**src/rtl/cacheline_mem_arbiter.sv**
```systemverilog
// cacheline_mem_arbiter
//   Shares one DRAM port between the D-cache (port 0) and I-cache (port 1)
//   line interfaces. A granted line write goes out as BURST_LEN beats of
//   DWIDTH bits, each gated by mem_ready. A granted line read goes out as one
//   request, and the returning rvalid beats are reassembled into a line.
//
//   Optional build macro: ARB_ROUND_ROBIN_EN. When it is defined, contention
//   is resolved round-robin. When it is not defined, port 0 has fixed priority.
//
// Ports
//   clk, rst                 clock; asynchronous active-high reset
//   reqN_addr/read/write     line request, held until reqN_resp
//   reqN_wdata               write line; beat i = [DWIDTH*i +: DWIDTH]
//   reqN_rdata               last completed read line for port N
//   reqN_resp                one-cycle completion pulse
//   mem_addr/read/write      line-aligned request toward memory
//   mem_wdata                current write beat
//   mem_ready                memory accepts current read/write
//   mem_raddr/rdata/rvalid   returning read beats
module cacheline_mem_arbiter #(
  parameter int DWIDTH    = 64,
  parameter int BURST_LEN = 4
) (
  input  logic                        clk,
  input  logic                        rst,
  input  logic [31:0]                 req0_addr,
  input  logic                        req0_read,
  input  logic                        req0_write,
  input  logic [DWIDTH*BURST_LEN-1:0] req0_wdata,
  output logic [DWIDTH*BURST_LEN-1:0] req0_rdata,
  output logic                        req0_resp,
  input  logic [31:0]                 req1_addr,
  input  logic                        req1_read,
  input  logic                        req1_write,
  input  logic [DWIDTH*BURST_LEN-1:0] req1_wdata,
  output logic [DWIDTH*BURST_LEN-1:0] req1_rdata,
  output logic                        req1_resp,
  output logic [31:0]                 mem_addr,
  output logic                        mem_read,
  output logic                        mem_write,
  output logic [DWIDTH-1:0]           mem_wdata,
  input  logic                        mem_ready,
  input  logic [31:0]                 mem_raddr,
  input  logic [DWIDTH-1:0]           mem_rdata,
  input  logic                        mem_rvalid
);
  localparam int LW   = DWIDTH * BURST_LEN;
  localparam int OFFB = $clog2(LW / 8);
  localparam int CW   = (BURST_LEN > 1) ? $clog2(BURST_LEN) : 1;
  localparam logic [31:0]   OMASK = 32'((1 << OFFB) - 1);
  localparam logic [CW-1:0] LAST  = CW'(BURST_LEN - 1);

  typedef enum logic [2:0] {S_IDLE, S_WRITE, S_RREQ, S_RDATA, S_DONE} state_t;

  state_t          state, state_nx;
  logic            gnt_q;
  logic [31:0]     addr_q;
  logic [LW-1:0]   wbuf, rbuf, line_nx;
  logic [CW-1:0]   cnt;

  logic            any_req, gnt_nx, sel_write, beat_ok;
  logic [31:0]     sel_addr;
  logic [LW-1:0]   sel_wdata;

  assign any_req = req0_read | req0_write | req1_read | req1_write;

`ifdef ARB_ROUND_ROBIN_EN
  // Last port served; port 1 out of reset so port 0 wins the first contention.
  logic rr_last;
  always_comb begin
    if ((req0_read | req0_write) && (req1_read | req1_write)) gnt_nx = ~rr_last;
    else                                                    gnt_nx = req1_read | req1_write;
  end
  always_ff @(posedge clk or posedge rst) begin
    if (rst)                          rr_last <= 1'b1;
    else if (state == S_IDLE && any_req) rr_last <= gnt_nx;
  end
`else
  // Port 0 wins whenever it asks.
  assign gnt_nx = ~(req0_read | req0_write);
`endif

  // Read+write together on one port falls through to the write path.
  assign sel_write = gnt_nx ? req1_write : req0_write;
  assign sel_addr  = gnt_nx ? req1_addr  : req0_addr;
  assign sel_wdata = gnt_nx ? req1_wdata : req0_wdata;

  // Beats for some other line are dropped without advancing cnt.
  assign beat_ok = mem_rvalid && (mem_raddr == addr_q);

  always_comb begin
    line_nx = rbuf;
    line_nx[cnt*DWIDTH +: DWIDTH] = mem_rdata;
  end

  always_ff @(posedge clk or posedge rst) begin
    if (rst) state <= S_IDLE;
    else     state <= state_nx;
  end

  always_comb begin
    state_nx = state;
    case (state)
      S_IDLE:  if (any_req) state_nx = sel_write ? S_WRITE : S_RREQ;
      S_WRITE: if (mem_ready && cnt == LAST) state_nx = S_DONE;
      S_RREQ:  if (mem_ready) state_nx = S_RDATA;
      S_RDATA: if (beat_ok && cnt == LAST) state_nx = S_DONE;
      S_DONE:  state_nx = S_IDLE;
      default: state_nx = S_IDLE;
    endcase
  end

  always_ff @(posedge clk or posedge rst) begin
    if (rst) begin
      gnt_q      <= 1'b0;
      addr_q     <= '0;
      wbuf       <= '0;
      rbuf       <= '0;
      cnt        <= '0;
      req0_rdata <= '0;
      req1_rdata <= '0;
    end else begin
      case (state)
        S_IDLE: if (any_req) begin
          gnt_q  <= gnt_nx;
          addr_q <= sel_addr & ~OMASK;
          wbuf   <= sel_wdata;
          cnt    <= '0;
        end
        S_WRITE: if (mem_ready) cnt <= cnt + 1'b1;
        S_RDATA: if (beat_ok) begin
          rbuf <= line_nx;
          cnt  <= cnt + 1'b1;
          // Only the completing read touches the port's rdata.
          if (cnt == LAST) begin
            if (gnt_q) req1_rdata <= line_nx;
            else       req0_rdata <= line_nx;
          end
        end
        default: ;
      endcase
    end
  end

  // Every output below is a decode of registered state.
  assign mem_addr  = addr_q;
  assign mem_write = (state == S_WRITE);
  assign mem_read  = (state == S_RREQ);
  assign mem_wdata = wbuf[cnt*DWIDTH +: DWIDTH];
  assign req0_resp = (state == S_DONE) && !gnt_q;
  assign req1_resp = (state == S_DONE) &&  gnt_q;
endmodule

```
**config.mk**
```make
export PLATFORM = sky130hd
export DESIGN_NAME = cacheline_mem_arbiter
export DESIGN_NICKNAME = d
export VERILOG_FILES = /design/src/rtl/cacheline_mem_arbiter.sv
export SDC_FILE = /design/constraint.sdc
export NUM_CORES = 2
export LEC_CHECK = 0
export ABC_AREA = 1
export CAP_MARGIN = 20
export CORE_AREA = 2 2 504 506
export DETAILED_ROUTE_END_ITERATION = 6
export DIE_AREA = 0 0 506 508
export DONT_BUFFER_PORTS = 1
export SLEW_MARGIN = 10
export SYNTH_ARGS = -nofsm -noshare
export SYNTH_HDL_FRONTEND = slang
export SYNTH_SLANG_ARGS = --single-unit
export TNS_END_PERCENT = 50
```
**constraint.sdc**
```tcl
create_clock -name clk -period 82 [get_ports clk]
set_input_delay 8.2 -clock clk [delete_from_list [all_inputs] [get_ports clk]]
set_output_delay 8.2 -clock clk [all_outputs]
set_load 0.005 [all_outputs]
```
# Yosys cells after proc, flatten, opt, wreduce, memory -nomap -nowiden
# Cells that the tools add are included.
[word_totals]
ff_bits = 1057
latch_bits = 0
mem_bits_rw = 0
mem_bits_ro = 0
output_inout_bits = 612
elab_cells = 58
memories = 0
[op_classes]
addsub = 2
multipliers = 0
div_mod_pow = 0
order_cmp = 0
eq_ne = 12
shifts = 3
n_mux = 14
bitwise_logic = 5
n_reduce_logical = 14
[op_table]
columns = ["op", "count"]
rows = [
  ["256-bit bitwise mux", 1],
  ["256-bit 2-to-1 mux", 1],
  ["64-bit by 34-bit variable shift with 256-bit output, first input constant", 1],
  ["256-bit by 9-bit indexed part select with 64-bit output", 1],
  ["64-bit by 34-bit indexed part select with 256-bit output", 1],
  ["8-bit negation with 34-bit output", 1],
  ["32-bit equality test", 1],
  ["32-bit 2-to-1 mux", 1],
  ["4-bit AND reduction", 4],
  ["3-bit 2-to-1 mux", 4],
  ["3-bit one-hot mux with 4 select lines", 1],
  ["2-bit 2-to-1 mux", 4],
  ["3-bit by 2-bit equality test with 1-bit output, second input constant", 2],
  ["2-bit by 1-bit != test with 1-bit output, second input constant", 3],
  ["2-bit != test, second input constant", 3],
  ["2-bit one-hot mux with 3 select lines", 1],
  ["1-bit logical AND", 5],
  ["2-bit AND reduction", 2],
  ["3-bit by 1-bit equality test with 1-bit output, second input constant", 1],
  ["3-bit equality test, second input constant", 1],
  ["3-bit logical NOT", 1],
  ["1-bit bitwise OR", 3],
  ["3-bit nonzero test", 1],
  ["2-bit by 1-bit adder with 2-bit output, second input constant", 1],
  ["4 further kinds", 5],
]

# Longest topological paths before layout
[depth]
depth_word = 5
mapped_depth = 14
depth_no_buf = 13

# Worst setup path after synthesis
# No wires, ideal clock.
[synth_timing]
path_kind = "register to output"
startpoint = "register cnt[0]"
endpoint = "output port mem_wdata[11]"
arrival_ps = 1670
slack_ps = 72130
path_stages_with_launch = 7
cell_sequence = "dfrtp_1 -> clkinv_1 -> clkbuf_1 -> clkbuf_1 -> clkbuf_1 -> nor2_1 -> o22ai_1"
[synth_via]
elab_chain_len = 1
[synth_rtl]
columns = ["item", "line_no", "rtl"]
rows = [
  ["start, declared", "59", "logic [CW-1:0] cnt;"],
  ["start signal, assigned", "130", "S_WRITE: if (mem_ready) cnt <= cnt + 1'b1;"],
  ["start signal, assigned", "133", "cnt <= cnt + 1'b1;"],
  ["256-bit by 9-bit indexed part select with 64-bit output", "149", "assign mem_wdata = wbuf[cnt*DWIDTH +: DWIDTH];"],
  ["end, declared", "41", "output logic [DWIDTH-1:0] mem_wdata,"],
]
# No other way between the ends.

# Worst setup path after layout
[layout_timing]
startpoint = "input port mem_raddr[4]"
endpoint = "register req0_rdata[226]"
[layout_via]
elab_chain_len = 3
[layout_rtl]
columns = ["item", "line_no", "rtl"]
rows = [
  ["start, declared", "43", "input logic [31:0] mem_raddr,"],
  ["32-bit equality test", "89", "assign beat_ok = mem_rvalid && (mem_raddr == addr_q);"],
  ["1-bit logical AND", "89", ""],
  ["4-bit AND reduction (no source line)", "-", ""],
  ["end signal, assigned", "137", "else req0_rdata <= line_nx;"],
  ["end, declared", "30", "output logic [DWIDTH*BURST_LEN-1:0] req0_rdata,"],
]
# No other way between the ends.
# A chain may end at the register's enable or synchronous reset.

==> results.json <==
{
  "report.final.hold_viol_count": 0,
  "grt_pass1_vias": 44600,
  "yosys-top-cells-area": "sky130_fd_sc_hd__dfrtp_1, sky130_fd_sc_hd__nand2_1, sky130_fd_sc_hd__inv_1",
  "max-clock-path-buffers": 3,
  "cts.sinks": 1057,
  "p_leak_nw": 28.3,
  "synth_cells": 7088,
  "critical_path.top_delay_family": "simple AND/OR/NAND/NOR gates",
  "crit_arrival_ps": 13120,
  "final.setup.tns_ps": 0,
  "post_route_cells_drive_above_1_share_pct": 4.54,
  "clock_transition_at_the_registers_of_the_reported_paths_ps": 60,
  "maxSlewHeadroom_pct": 25.8,
  "drc": 0,
  "placement_rows": 185,
  "die_w_um": 506,
  "initial_antenna_violation_count": 141,
  "nNetsFinal": 7474,
  "fmax_ghz": 0.0807,
  "critical_path.startpoint_type": "primary input",
  "synth_flop_cell": "sky130_fd_sc_hd__dfrtp_1",
  "worst_slack_ps": 69610,
  "synth_cell_types": 28,
  "post-route-min-period_ps": 12390,
  "cts_hold_buf": 0,
  "postSynthAreaPerCell_um2": 7.48,
  "cp.buffers_inverters": 6,
  "outcome": "finished clean",
  "max-cap-violations": 0,
  "die_area_um2": 257000,
  "cell_with_the_most_instances_after_synthesis": "sky130_fd_sc_hd__nand2_1",
  "synth_top_area_share_pct": 49.9,
  "power.density_nw_per_um2": 28.0,
  "place_hpwl_mm": 198,
  "vdd_drop_max_uv": 53.2,
  "power.total_w": 0.00170,
  "r2r_setup_slack_ps": 75760,
  "postRouteAntennaNets": 0,
  "ys_async_sr_fraction_pct": 100,
  "grt_first_pass_wirelength_mm": 361,
  "dp_slack_ps": 68730,
  "worstReg2RegStart": "cnt[1]",
  "worst_pin_slew_ps": 1110,
  "grt.overflow.total": 0,
  "cts_setup_buffers": 0,
  "cts_root_buf": "sky130_fd_sc_hd__clkbuf_16",
  "post-synth-top-area-cell": "sky130_fd_sc_hd__dfrtp_1",
  "post_cts_resized": 0,
  "final-setup-viol-count": 0,
  "syn_area_um2": 53000,
  "worst_clock_skew_ps": 68.3,
  "routed-via-count": 47900,
  "timing.hold.worst.class": "reg2reg",
  "chipHeight_um": 508,
  "routabilityCongestion": 1.03,
  "area_growth_syn_to_layout_pct": 14.4,
  "ordered_cell_list_for_the_critical_path": "inv_1 > nand2_1 > nor2_1 > nand4_1 > nor2_1 > nand2_1 > nor2_4 > buf_4 > nand3_4 > buf_4 > buf_4 > buf_4 > nand2_1 > nand2_1 > inv_1",
  "clk-insertion-delay-late_ps": 800,
  "floorplan.initialDensity_pct": 21.0,
  "critical_path.max_fanout": 59,
  "synth-edff-count": 0,
  "hold_ws_ps": 484,
  "final.period_utilization_pct": 15.1,
  "cts_buffers": 133,
  "setup.worst_path.class": "in2reg",
  "cp_slowest_stage_delay_ps": 940,
  "aggregate_global_route_resource_usage_pct": 19.8,
  "place.port_buffers": 0,
  "drt-wirelength-per-cell_um": 25.6,
  "finalMaxSlewViolations": 0,
  "critPathSlowestCell": "sky130_fd_sc_hd__nand3_4",
  "deepest_level_of_the_cts_h_tree": 4,
  "yosys_register_bits": 1057,
  "clock_tree_from_tritoncts": "built",
  "critPathLaunch": "mem_raddr[4]",
  "rsz0062_at_grt": "no",
  "initialDrtViolationCount": 4950,
  "routed_via_density": 4.63,
  "hold_start": "rbuf[251]",
  "yosysSeqAreaShare_pct": 49.9,
  "timing.critical_path.to_type": "register",
  "yosysWarningCount": 0,
  "core_um2": 252000,
  "grt_start_max_net_pins": 208,
  "cp.required_ps": 82720,
  "drt-total-wl_mm": 265,
  "top_level_ports": 1292,
  "synth.cells.most_frequent": "sky130_fd_sc_hd__nand2_1, sky130_fd_sc_hd__inv_1, sky130_fd_sc_hd__dfrtp_1, sky130_fd_sc_hd__nand4_1, sky130_fd_sc_hd__nor2_1",
  "detail_route.first_pass.iterations": 7
}
## metal layers
metal	up-vias	share of wire, %	global-route usage, %
met1	23300	35	21.0
li1	21800	-	-
met4	20	8.8	16.6
met3	562	9.5	6.67
met2	2322	47	31.7
met5	-	0.061	0
## layout by cell type, fill, tap and decap left out, types with 17 or more instances in the layout
cell / count
sky130_fd_sc_hd__diode_2: 97
sky130_fd_sc_hd__a31oi_1: 283
sky130_fd_sc_hd__a32oi_1: 65
sky130_fd_sc_hd__clkbuf_1: 30
sky130_fd_sc_hd__o22ai_1: 192
sky130_fd_sc_hd__nor2_1: 458
sky130_fd_sc_hd__o32ai_1: 64
sky130_fd_sc_hd__nand2_1: 1963
sky130_fd_sc_hd__clkbuf_8: 26
sky130_fd_sc_hd__nand4_1: 518
sky130_fd_sc_hd__buf_4: 75
sky130_fd_sc_hd__clkinv_2: 17
sky130_fd_sc_hd__inv_1: 1538
sky130_fd_sc_hd__o21ai_0: 388
sky130_fd_sc_hd__clkbuf_16: 135
sky130_fd_sc_hd__dfrtp_1: 1054
## power by group
part | internal [W] | leakage, nW | total [W] | switching (W)
logic | 0.000103 | 14.8 | 0.000430 | 0.000327
registers | 0.000596 | 11.3 | 0.000665 | 0.0000686
clock network | 0.000345 | 2.17 | 0.000604 | 0.000259
total | 0.00104 | 28.3 | 0.00170 | 0.000655
## sequential cells by signal (all words and copies together), names as in the netlist
name	cells
rbuf	256
req0_rdata	256
req1_rdata	256
wbuf	256
mem_addr	27
state	3
cnt	2
gnt_q	1
## layout make-up
class                           count  area (um^2)
Multi-Input combinational cell   3967        18700
Antenna cell                       97          243
Fill cell                       28100       192000
Clock buffer                      191         3850
Sequential cell                  1057        26500
Timing Repair Buffer               81          683
Inverter                         1549         5850
Tap cell                         3366         4210
Clock inverter                     46          613
## worst register-to-register path: stages (launching register included)
cell	delay, ps
sky130_fd_sc_hd__dfrtp_4	700
sky130_fd_sc_hd__buf_4	550
sky130_fd_sc_hd__ha_4	220
sky130_fd_sc_hd__buf_4	540
sky130_fd_sc_hd__and3_4	700
sky130_fd_sc_hd__buf_4	800
sky130_fd_sc_hd__buf_4	780
sky130_fd_sc_hd__buf_4	670
sky130_fd_sc_hd__buf_4	590
sky130_fd_sc_hd__nand4_1	350
sky130_fd_sc_hd__nand2_1	170
sky130_fd_sc_hd__inv_1	50
## kinds of logic after synthesis
logic type	after synthesis	synth area share (%)
compound gates	998	11.5
xor+xnor	4	0.0661
fa+ha+maj	5	0.118
buf+inv	2068	15.0
flops	1057	49.9
other cells	1	0.00708
simple gates	2955	23.4
## path summary, 6_finish.rpt
kind,end,depth (start not counted)
worst min register to register,rbuf[251],2
worst max-delay path,req0_rdata[226],15
worst min-delay path,rbuf[251],2
min in group asynchronous,req0_rdata[180],1
max in group asynchronous,wbuf[160],6
worst max register to register,req1_rdata[172],11
## metrics by stage
stage          util (%)  cell area [um^2]  std cells
2_1_floorplan         -             53000       7092
3_3_place_gp       22.2             55900      10000
3_5_place_dp       22.2             55900      10000
4_1_cts            23.9             60400      10300
5_1_grt            24.0             60600      10300
6_report           24.0             60600      10400
(Power assumes the default switching activity.)
